## src/rtl/dcache_top.sv

```systemverilog
// Data-cache stage: direct-mapped write-back cache between the ALU and write-back stages,
// with a single-outstanding, line-wide memory port used for evictions and refills.
package dcache_pkg;
    localparam int REG_FILE_ADDR_WIDTH = 5;
    localparam int REG_FILE_DATA_WIDTH = 32;
    localparam int PC_WIDTH            = 32;

    typedef enum logic {
        SIZE_BYTE = 1'b0,
        SIZE_WORD = 1'b1
    } mem_size_t;

    typedef struct packed {
        logic [31:0] addr;
        logic [31:0] data;
        mem_size_t   size;
        logic        is_store;
    } dcache_request_t;
endpackage

module dcache_top
    import dcache_pkg::*;
#(
    parameter int DC_LINES     = 4,
    parameter int DC_LINE_BITS = 128
) (
    input  logic                           clock,
    input  logic                           reset,
    input  logic                           req_dcache_valid,
    input  dcache_request_t                req_dcache_info,
    input  logic                           req_m_type_instr,
    input  logic                           req_r_type_instr,
    input  logic [REG_FILE_ADDR_WIDTH-1:0] req_dst_reg,
    input  logic [PC_WIDTH-1:0]            req_dcache_pc,
    output logic                           stall_alu,
    output logic [REG_FILE_DATA_WIDTH-1:0] cache_data_bypass,
    output logic                           cache_data_bp_valid,
    output logic                           req_mm_valid,
    output logic [31:0]                    req_mm_addr,
    output logic                           req_mm_is_store,
    output logic [DC_LINE_BITS-1:0]        req_mm_data,
    input  logic                           rsp_mm_valid,
    input  logic [DC_LINE_BITS-1:0]        rsp_mm_data,
    output logic                           req_wb_valid,
    output logic [31:0]                    req_wb_data,
    output logic [REG_FILE_ADDR_WIDTH-1:0] req_wb_addr,
    output logic [PC_WIDTH-1:0]            req_wb_pc,
    output logic                           req_wb_rf_write,
    output logic                           xcpt_dcache_valid,
    output logic [31:0]                    xcpt_dcache_addr
);

    localparam int OFFSET_BITS = $clog2(DC_LINE_BITS / 8);
    localparam int INDEX_BITS  = $clog2(DC_LINES);
    localparam int TAG_BITS    = 32 - OFFSET_BITS - INDEX_BITS;
    localparam int SEL_BITS    = OFFSET_BITS + 3;

    typedef enum logic [1:0] {IDLE, EVICT, REFILL, RESPOND} state_t;

    function automatic logic [31:0] line_read(input logic [DC_LINE_BITS-1:0] line,
                                              input logic [OFFSET_BITS-1:0]  off,
                                              input mem_size_t               size);
        logic [SEL_BITS-1:0] word_sel;
        logic [SEL_BITS-1:0] byte_sel;
        word_sel = {off[OFFSET_BITS-1:2], 5'b0};
        byte_sel = {off, 3'b0};
        if (size == SIZE_WORD) return line[word_sel +: 32];
        return {24'b0, line[byte_sel +: 8]};
    endfunction

    function automatic logic [DC_LINE_BITS-1:0] line_write(input logic [DC_LINE_BITS-1:0] line,
                                                           input logic [OFFSET_BITS-1:0]  off,
                                                           input mem_size_t               size,
                                                           input logic [31:0]             data);
        logic [DC_LINE_BITS-1:0] merged;
        logic [SEL_BITS-1:0]     word_sel;
        logic [SEL_BITS-1:0]     byte_sel;
        merged   = line;
        word_sel = {off[OFFSET_BITS-1:2], 5'b0};
        byte_sel = {off, 3'b0};
        if (size == SIZE_WORD) merged[word_sel +: 32] = data;
        else                   merged[byte_sel +: 8]  = data[7:0];
        return merged;
    endfunction

    state_t                           state_q, state_d;
    logic [DC_LINES-1:0]              valid_q, valid_d;
    logic [DC_LINES-1:0]              dirty_q, dirty_d;
    logic [TAG_BITS-1:0]              tag_q [DC_LINES];
    logic [TAG_BITS-1:0]              tag_d [DC_LINES];
    logic [DC_LINE_BITS-1:0]          data_q [DC_LINES];
    logic [DC_LINE_BITS-1:0]          data_d [DC_LINES];
    dcache_request_t                  lreq_q, lreq_d;
    logic [REG_FILE_ADDR_WIDTH-1:0]   ldst_q, ldst_d;
    logic [PC_WIDTH-1:0]              lpc_q, lpc_d;
    logic                             mm_valid_q, mm_valid_d;
    logic [31:0]                      mm_addr_q, mm_addr_d;
    logic                             mm_is_store_q, mm_is_store_d;
    logic [DC_LINE_BITS-1:0]          mm_data_q, mm_data_d;
    logic                             wb_valid_q, wb_valid_d;
    logic [31:0]                      wb_data_q, wb_data_d;
    logic [REG_FILE_ADDR_WIDTH-1:0]   wb_addr_q, wb_addr_d;
    logic [PC_WIDTH-1:0]              wb_pc_q, wb_pc_d;
    logic                             wb_rf_write_q, wb_rf_write_d;
    logic                             xcpt_valid_q, xcpt_valid_d;
    logic [31:0]                      xcpt_addr_q, xcpt_addr_d;

    dcache_request_t       req, exec_req;
    logic [INDEX_BITS-1:0] req_idx, exec_idx, l_idx;
    logic [TAG_BITS-1:0]   req_tag;
    logic                  req_hit, req_misaligned, accept_miss, do_access;

    assign req            = req_dcache_info;
    assign req_idx        = req.addr[OFFSET_BITS +: INDEX_BITS];
    assign req_tag        = req.addr[31 -: TAG_BITS];
    assign l_idx          = lreq_q.addr[OFFSET_BITS +: INDEX_BITS];
    assign req_misaligned = (req.size == SIZE_WORD) && (req.addr[1:0] != 2'b00);
    assign req_hit        = valid_q[req_idx] && (tag_q[req_idx] == req_tag);
    assign accept_miss    = (state_q == IDLE) && req_dcache_valid && req_m_type_instr
                            && !req_misaligned && !req_hit;
    // A hit in IDLE and the replay in RESPOND share one access path.
    assign exec_req       = (state_q == RESPOND) ? lreq_q : req;
    assign exec_idx       = exec_req.addr[OFFSET_BITS +: INDEX_BITS];

    always_comb begin
        state_d       = state_q;
        valid_d       = valid_q;
        dirty_d       = dirty_q;
        tag_d         = tag_q;
        data_d        = data_q;
        lreq_d        = lreq_q;
        ldst_d        = ldst_q;
        lpc_d         = lpc_q;
        mm_valid_d    = mm_valid_q;
        mm_addr_d     = mm_addr_q;
        mm_is_store_d = mm_is_store_q;
        mm_data_d     = mm_data_q;
        wb_valid_d    = 1'b0;
        wb_rf_write_d = 1'b0;
        wb_data_d     = wb_data_q;
        wb_addr_d     = wb_addr_q;
        wb_pc_d       = wb_pc_q;
        xcpt_valid_d  = 1'b0;
        xcpt_addr_d   = xcpt_addr_q;
        do_access     = 1'b0;

        case (state_q)
            IDLE: begin
                if (req_dcache_valid) begin
                    wb_valid_d = 1'b1;
                    wb_addr_d  = req_dst_reg;
                    wb_pc_d    = req_dcache_pc;
                    wb_data_d  = req.data;
                    if (req_m_type_instr) begin
                        if (req_misaligned) begin
                            xcpt_valid_d = 1'b1;
                            xcpt_addr_d  = req.addr;
                            wb_data_d    = '0;
                        end else if (req_hit) begin
                            do_access = 1'b1;
                        end else begin
                            wb_valid_d = 1'b0;
                            lreq_d     = req;
                            ldst_d     = req_dst_reg;
                            lpc_d      = req_dcache_pc;
                            mm_valid_d = 1'b1;
                            if (valid_q[req_idx] && dirty_q[req_idx]) begin
                                state_d       = EVICT;
                                mm_is_store_d = 1'b1;
                                mm_addr_d     = {tag_q[req_idx], req_idx, {OFFSET_BITS{1'b0}}};
                                mm_data_d     = data_q[req_idx];
                            end else begin
                                state_d       = REFILL;
                                mm_is_store_d = 1'b0;
                                mm_addr_d     = {req_tag, req_idx, {OFFSET_BITS{1'b0}}};
                                mm_data_d     = '0;
                            end
                        end
                    end else begin
                        wb_rf_write_d = req_r_type_instr;
                    end
                end
            end
            EVICT: begin
                if (rsp_mm_valid) begin
                    state_d       = REFILL;
                    mm_is_store_d = 1'b0;
                    mm_addr_d     = {lreq_q.addr[31:OFFSET_BITS], {OFFSET_BITS{1'b0}}};
                    mm_data_d     = '0;
                end
            end
            REFILL: begin
                if (rsp_mm_valid) begin
                    data_d[l_idx]  = rsp_mm_data;
                    tag_d[l_idx]   = lreq_q.addr[31 -: TAG_BITS];
                    valid_d[l_idx] = 1'b1;
                    dirty_d[l_idx] = 1'b0;
                    mm_valid_d     = 1'b0;
                    state_d        = RESPOND;
                end
            end
            RESPOND: begin
                do_access  = 1'b1;
                wb_valid_d = 1'b1;
                wb_addr_d  = ldst_q;
                wb_pc_d    = lpc_q;
                state_d    = IDLE;
            end
            default: state_d = IDLE;
        endcase

        if (do_access) begin
            if (exec_req.is_store) begin
                data_d[exec_idx]  = line_write(data_q[exec_idx], exec_req.addr[OFFSET_BITS-1:0],
                                               exec_req.size, exec_req.data);
                dirty_d[exec_idx] = 1'b1;
                wb_data_d         = exec_req.data;
            end else begin
                wb_data_d     = line_read(data_q[exec_idx], exec_req.addr[OFFSET_BITS-1:0],
                                          exec_req.size);
                wb_rf_write_d = 1'b1;
            end
        end
    end

    always_ff @(posedge clock) begin
        if (reset) begin
            state_q       <= IDLE;
            valid_q       <= '0;
            dirty_q       <= '0;
            tag_q         <= '{default: '0};
            data_q        <= '{default: '0};
            lreq_q        <= '0;
            ldst_q        <= '0;
            lpc_q         <= '0;
            mm_valid_q    <= 1'b0;
            mm_addr_q     <= '0;
            mm_is_store_q <= 1'b0;
            mm_data_q     <= '0;
            wb_valid_q    <= 1'b0;
            wb_data_q     <= '0;
            wb_addr_q     <= '0;
            wb_pc_q       <= '0;
            wb_rf_write_q <= 1'b0;
            xcpt_valid_q  <= 1'b0;
            xcpt_addr_q   <= '0;
        end else begin
            state_q       <= state_d;
            valid_q       <= valid_d;
            dirty_q       <= dirty_d;
            tag_q         <= tag_d;
            data_q        <= data_d;
            lreq_q        <= lreq_d;
            ldst_q        <= ldst_d;
            lpc_q         <= lpc_d;
            mm_valid_q    <= mm_valid_d;
            mm_addr_q     <= mm_addr_d;
            mm_is_store_q <= mm_is_store_d;
            mm_data_q     <= mm_data_d;
            wb_valid_q    <= wb_valid_d;
            wb_data_q     <= wb_data_d;
            wb_addr_q     <= wb_addr_d;
            wb_pc_q       <= wb_pc_d;
            wb_rf_write_q <= wb_rf_write_d;
            xcpt_valid_q  <= xcpt_valid_d;
            xcpt_addr_q   <= xcpt_addr_d;
        end
    end

    assign stall_alu           = (state_q != IDLE) || accept_miss;
    assign req_mm_valid        = mm_valid_q;
    assign req_mm_addr         = mm_addr_q;
    assign req_mm_is_store     = mm_is_store_q;
    assign req_mm_data         = mm_data_q;
    assign req_wb_valid        = wb_valid_q;
    assign req_wb_data         = wb_data_q;
    assign req_wb_addr         = wb_addr_q;
    assign req_wb_pc           = wb_pc_q;
    assign req_wb_rf_write     = wb_rf_write_q;
    assign cache_data_bypass   = wb_data_q;
    assign cache_data_bp_valid = wb_valid_q && wb_rf_write_q;
    assign xcpt_dcache_valid   = xcpt_valid_q;
    assign xcpt_dcache_addr    = xcpt_addr_q;

endmodule

```

## config.mk

```make
export PLATFORM = sky130hd
export DESIGN_NAME = dcache_top
export DESIGN_NICKNAME = d
export VERILOG_FILES = /design/src/rtl/dcache_top.sv
export SDC_FILE = /design/constraint.sdc
export NUM_CORES = 2
export LEC_CHECK = 0
export ABC_AREA = 0
export CORE_ASPECT_RATIO = 1.25
export CORE_MARGIN = 4
export CORE_UTILIZATION = 30
export DETAILED_ROUTE_END_ITERATION = 8
export PLACE_DENSITY = 0.54
export SYNTH_ARGS = -nofsm -noshare
export SYNTH_HDL_FRONTEND = slang
export SYNTH_SLANG_ARGS = --single-unit
```

## constraint.sdc

```tcl
create_clock -name clock -period 4.17 [get_ports clock]
set_input_delay 0.834 -clock clock [delete_from_list [all_inputs] [get_ports clock]]
set_output_delay 0.834 -clock clock [all_outputs]
set_load 0.01 [all_outputs]
```

Yosys cells after proc, flatten, opt, wreduce, memory -nomap -nowiden
Cells that the tools add are included.
W data, S select, Z words.

word-level totals
  bits in registers = 995
  input port bits = 237
  word-level logic and storage cells = 204

operators by class
  $add $sub $neg = 2
  $lt $le $gt $ge = 10
  equality and inequality tests = 10
  shift-type cells = 6
  muxes and demuxes = 104
  bitwise gates (word level) = 12
  reduce and logical (&&, ||, !) cells = 32

operators by type and width
  kind                        count
  $mux W512                   4
  $mux W128                   15
  $bwmux W512                 2
  $bmux W128 S2               2
  $demux W128 S2              2
  $mux W32                    15
  $bwmux W128                 2
  $pmux W128 S2               1
  $pmux W32 S2                2
  $shift A32 B9 Y128 const A  1
  $shift A8 B9 Y128 const A   1
  $shiftx A128 B8 Y32         1
  $shiftx A128 B8 Y8          1
  $shiftx A32 B9 Y128         1
  $shiftx A8 B9 Y128          1
  $bwmux W104                 1
  $mux W26                    3
  $bmux W26 S2                1
  $demux W26 S2               1
  $mux W40                    1
  $mux W1                     30
  $eq A26 B26 Y1              1
  $neg A7 Y9                  2
  $reduce_and A6 Y1           3
  other kinds (29)            82

Logic depth before layout (Yosys ltp)
  depth in word-level cells = 15
  gate-level depth with buffers = 17

Least setup slack after synthesis
No wires, ideal clock.

  path kind = input-to-reg
  start = in req_dcache_info[35] in the netlist's numbering
  end = reg data_q[346] in the netlist's numbering
  data arrival time = 4.153 ns
  data required time = 4.047 ns
  setup slack = -0.107 ns
  cell stages on the path = 13
  path buffers = 4
  path through = mux2i_1 > clkbuf_1 > buf_1 > clkbuf_1 > ha_1 > clkbuf_1 > nand2b_1 > mux2i_1 > nand2_1 > nor2_1 > mux2i_1 > a211oi_1 > mux2_1

between the ends
  longest elaborated chain between the ends = 10
  elaborated cells between the ends (all ways) = 17

RTL lines
  item                                                     RTL line  source
  start: declaration                                       30        input dcache_request_t req_dcache_info,
  $mux W40                                                 122       assign exec_req = (state_q == RESPOND) ? lreq_q : req;
  $neg A7 Y9                                               82        else merged[byte_sel +: 8] = data[7:0];
  $shiftx A8 B9 Y128 or $shift A8 B9 Y128 (tied branches)  82
  $bwmux W128                                              82
  $mux W128                                                81        if (size == SIZE_WORD) merged[word_sel +: 32] = data;
  $mux W128                                                213       if (exec_req.is_store) begin
  $mux W128                                                212       if (do_access) begin
  $bwmux W512                                              214       data_d[exec_idx] = line_write(data_q[exec_idx], exec_req.addr[OFFSET_BITS-1:0],
  $mux W512                                                213
  $mux W512 *                                              212
  end signal: assignment                                   252       data_q <= data_d;
  end: declaration                                         91        logic [DC_LINE_BITS-1:0] data_q [DC_LINES];

Mark *: on every way between the ends. The rest lies on a longest branch, timed or not. The select of a mux whose other input is x is not followed.
A chain may end at the register's enable or synchronous reset.

Worst setup path in the final report
  start = reg tag_q[7] in the netlist's numbering
  end = out stall_alu

between the ends
  longest elaborated chain between the ends = 8

RTL lines
  item                                         RTL line  source
  start: declaration                           89        logic [TAG_BITS-1:0] tag_q [DC_LINES];
  start signal: assignment                     251       tag_q <= tag_d;
  $bmux W26 S2                                 118       assign req_hit = valid_q[req_idx] && (tag_q[req_idx] == req_tag);
  $mux W26 (implied by the code) (2 in a row)  118
  $eq A26 B26 Y1                               118
  $logic_and A1 B1 Y1                          118
  $logic_not A1 Y1                             120       && !req_misaligned && !req_hit;
  $logic_and A1 B1 Y1                          120
  $logic_or A1 B1 Y1                           270       assign stall_alu = (state_q != IDLE) || accept_miss;
  end: declaration                             35        output logic stall_alu,

Every way passes these cells. The select of a mux whose other input is x is not followed.

==> results.json <==
{
  "status": "finished, final reports clean",
  "cp-end-kind": "primary output",
  "yosysSeqAreaShare": 0.359,
  "cp_slowest_cell": "mux4_2",
  "cts.sinks": 991,
  "die-area_mm2": 0.191,
  "drt_iter0_markers": 5828,
  "dp.cells": 9102,
  "synth_most_common_cell": "nand2_1",
  "holdCritStartpoint": "req_dcache_info[38]",
  "drc": 0,
  "yosys.area.top_type_share": 0.359,
  "crit_path_cell_trace": "mux4_2, xnor2_2, buf_4, nand4_1, or3_4, nor4_4, o31ai_4, clkbuf_2",
  "final.period_utilization": 0.955,
  "placed_area_mm2": 0.0668,
  "synth_warnings": 0,
  "cts_made_buffers": 112,
  "rsz0062_at_grt": "false",
  "htreeDepth": 3,
  "start_util": 0.303,
  "path_clk_slew_ns": 0.06,
  "slew_headroom": 0.202,
  "r2r_slack_ns": 0.24,
  "tightest_slew_ns": 1.19,
  "grt_pass1_wl_um": 363000,
  "firstDrtPassIters": 9,
  "hpwlAfterDp_um": 183000,
  "synth_area_mm2": 0.0553,
  "nNetsFinal": 7077,
  "finClkSkew_ns": 0.101,
  "routed_wl_um": 255000,
  "rows": 175,
  "irDropWorstVdd_uv": 364,
  "final_area_mm2": 0.0709,
  "antenna_found_initial": 51,
  "synth_edf_count": 0,
  "synth_top_area_cell": "dfxtp_1",
  "finalCriticalPeriod_ns": 3.98,
  "core_area_mm2": 0.183,
  "max_stage_delay_ns": 0.51,
  "synth-seq-cells": 991,
  "portBuffers": 532,
  "boundaryPins": 537,
  "cts_tree": "yes",
  "synth-async-reset-ratio": 0,
  "syn_to_final_growth_pct": 28.3,
  "crit_type": "reg -> out",
  "cts.path.max_buffers": 3,
  "track_usage": 0.255,
  "drv_slew": 0,
  "place_congestion": 1.05,
  "vias": 52800,
  "wire_per_inst_um": 27.3,
  "synth_flop_cell": "dfxtp_1",
  "gr-total-overflow": 0,
  "crit_cells": 8,
  "clk_latency_ns": 0.82,
  "setup_violations": 0,
  "cts_hold_buf": 0,
  "grt_pass1_vias": 50400,
  "r2r_cells": 11,
  "synth.avg_cell_area_um2": 8.95,
  "grt_max_degree": 144,
  "worstPathMaxFanout": 2,
  "worstPathArrival_ns": 3.15,
  "instances_no_fill": 9325,
  "num-fill-cells": 18200,
  "clockRootBuffer": "clkbuf_16",
  "cp-start-kind": "flip-flop",
  "power_density_mw_per_mm2": 369,
  "synthTopCellsByCount": "1633 x nand2_1, 991 x dfxtp_1, 634 x a21oi_1",
  "layout-drive-gt1-share": 0.195,
  "critical-path-top-delay-family": "simple AND/OR/NAND/NOR gates",
  "die_w_um": 392,
  "hold_violations": 0,
  "viasPerCell": 5.66,
  "yosysUniqueCellTypes": 74,
  "p_leak_uw": 0.0270,
  "drv_cap": 0,
  "crit_required_ns": 3.34,
  "antenna_left": 0,
  "r2r-end": "data_q[183]$_SDFF_PP0_",
  "post_cts_buffers": 0,
  "fmax_ghz": 0.251,
  "min_to": "xcpt_dcache_addr[4]$_SDFFE_PP0P_",
  "synthTopCellsByArea": "dfxtp_1 36%, nand2_1 11%, mux4_2 11%, mux2i_1 8.4%, a21oi_1 5.7%",
  "r2r_start": "state_q[1]$_SDFFE_PP0P_",
  "syn_inst": 6183,
  "hold_path.class": "in -> reg",
  "die_h_um": 488,
  "crit_buf_inv": 2,
  "min_path_cells": 3
}
-- worst register-to-register path, stage by stage, from the launching register on --
cell and delay [ns]:
dfxtp_1 0.42, ha_4 0.34, mux2_2 0.43, buf_4 0.18
ha_1 0.29, nor2_1 0.38, and3_1 0.26, buf_4 0.30
buf_4 0.22, a221oi_1 0.07, a211oi_1 0.67, mux2_2 0.29
-- power breakdown --
part	total (uW)	leakage, uW	internal [uW]	switching [uW]
Combinational	5050	0.0170	2100	2950
Clock	10900	0.00196	6360	4500
Sequential	10300	0.00801	9900	369
-- metal layers --
layer  global-route usage  up-vias  wire length (um)
met1                0.335    25800            103000
met4                0.124       48             13600
met3               0.0600      553             25100
met2                0.395     2854            112000
li1                     -    23500                 -
met5                    0        -               301
-- sequential cells by signal, summed over array words and instances, names as in the netlist, 5 cells and up --
register           flops
cache_data_bypass     32
xcpt_dcache_addr      32
req_mm_addr           28
req_wb_pc             32
tag_q                104
req_mm_data          128
lreq_q                64
ldst_q                 5
lpc_q                 32
req_wb_addr            5
data_q               512
-- through the flow --
stage	TNS [ns]	hold slack [ns]	worst slack [ns]	utilization	power [uW]
after floorplan	-0.0529	0.433	-0.0176	-	12900
after global placement	-71.27	0.432	-0.331	0.366	15400
after detailed placement	-40.61	0.444	-0.293	0.366	15400
after CTS	0	0.275	0.0128	0.388	26300
after global routing	0	0.328	0.0715	0.388	27100
final	0	0.337	0.189	0.388	26200
-- logic make-up after synthesis --
family	synth area share
simple gates	0.145
other cells	0.0000678
flops	0.359
buf+inv	0.0509
mux	0.289
xor+xnor	0.00348
compound gates	0.149
fa+ha+maj	0.00294
-- cell usage in the layout (no fill, tap or decap), types with 23 or more instances in the layout --
master and count:
nand3_1 31, o21ai_0 73, nor2_1 267, mux4_2 264
dfxtp_1 991, a211oi_1 155, buf_12 103, nand2_1 1633
clkdlybuf4s50_1 528, a221oi_1 145, a22o_1 134, nor3_1 47
buf_4 482, clkbuf_8 26, clkbuf_16 112, mux2i_1 461
mux2_2 260, a22oi_1 23, a21oi_1 633, mux2_1 217
-- layout make-up --
type	instances	area, um2	share of cell area
Clock buffer	157	3220	0.0454
Timing Repair Buffer	1117	11000	0.155
Antenna cell	15	37.5	0.000529
Sequential cell	991	19800	0.280
Multi-Input combinational cell	4582	32900	0.464
Tap cell	2389	2990	0.0421
Inverter	23	87.6	0.00123
Clock inverter	51	811	0.0114
-- worst max path at each step --
| stage | start | endpoint | slack (ns) |
|---|---|---|---|
| 2_1_floorplan | req_dcache_info[35] | data_q[101]$_SDFF_PP0_ | -0.02 |
| 3_3_place_gp | req_dcache_info[39] | stall_alu | -0.33 |
| 3_5_place_dp | req_dcache_info[38] | stall_alu | -0.29 |
| 4_1_cts | req_dcache_info[38] | stall_alu | 0.01 |
| 5_1_grt | tag_q[33]$_SDFFE_PP0P_ | stall_alu | 0.07 |
| 6_report | tag_q[7]$_SDFFE_PP0P_ | stall_alu | 0.19 |
-- repair_timing --
item,CTS,global route
setup endpoints to repair,1,1
pin swaps,1,2
gates resized for setup,5,6
Note: power is estimated with default switching activity, not from simulation.
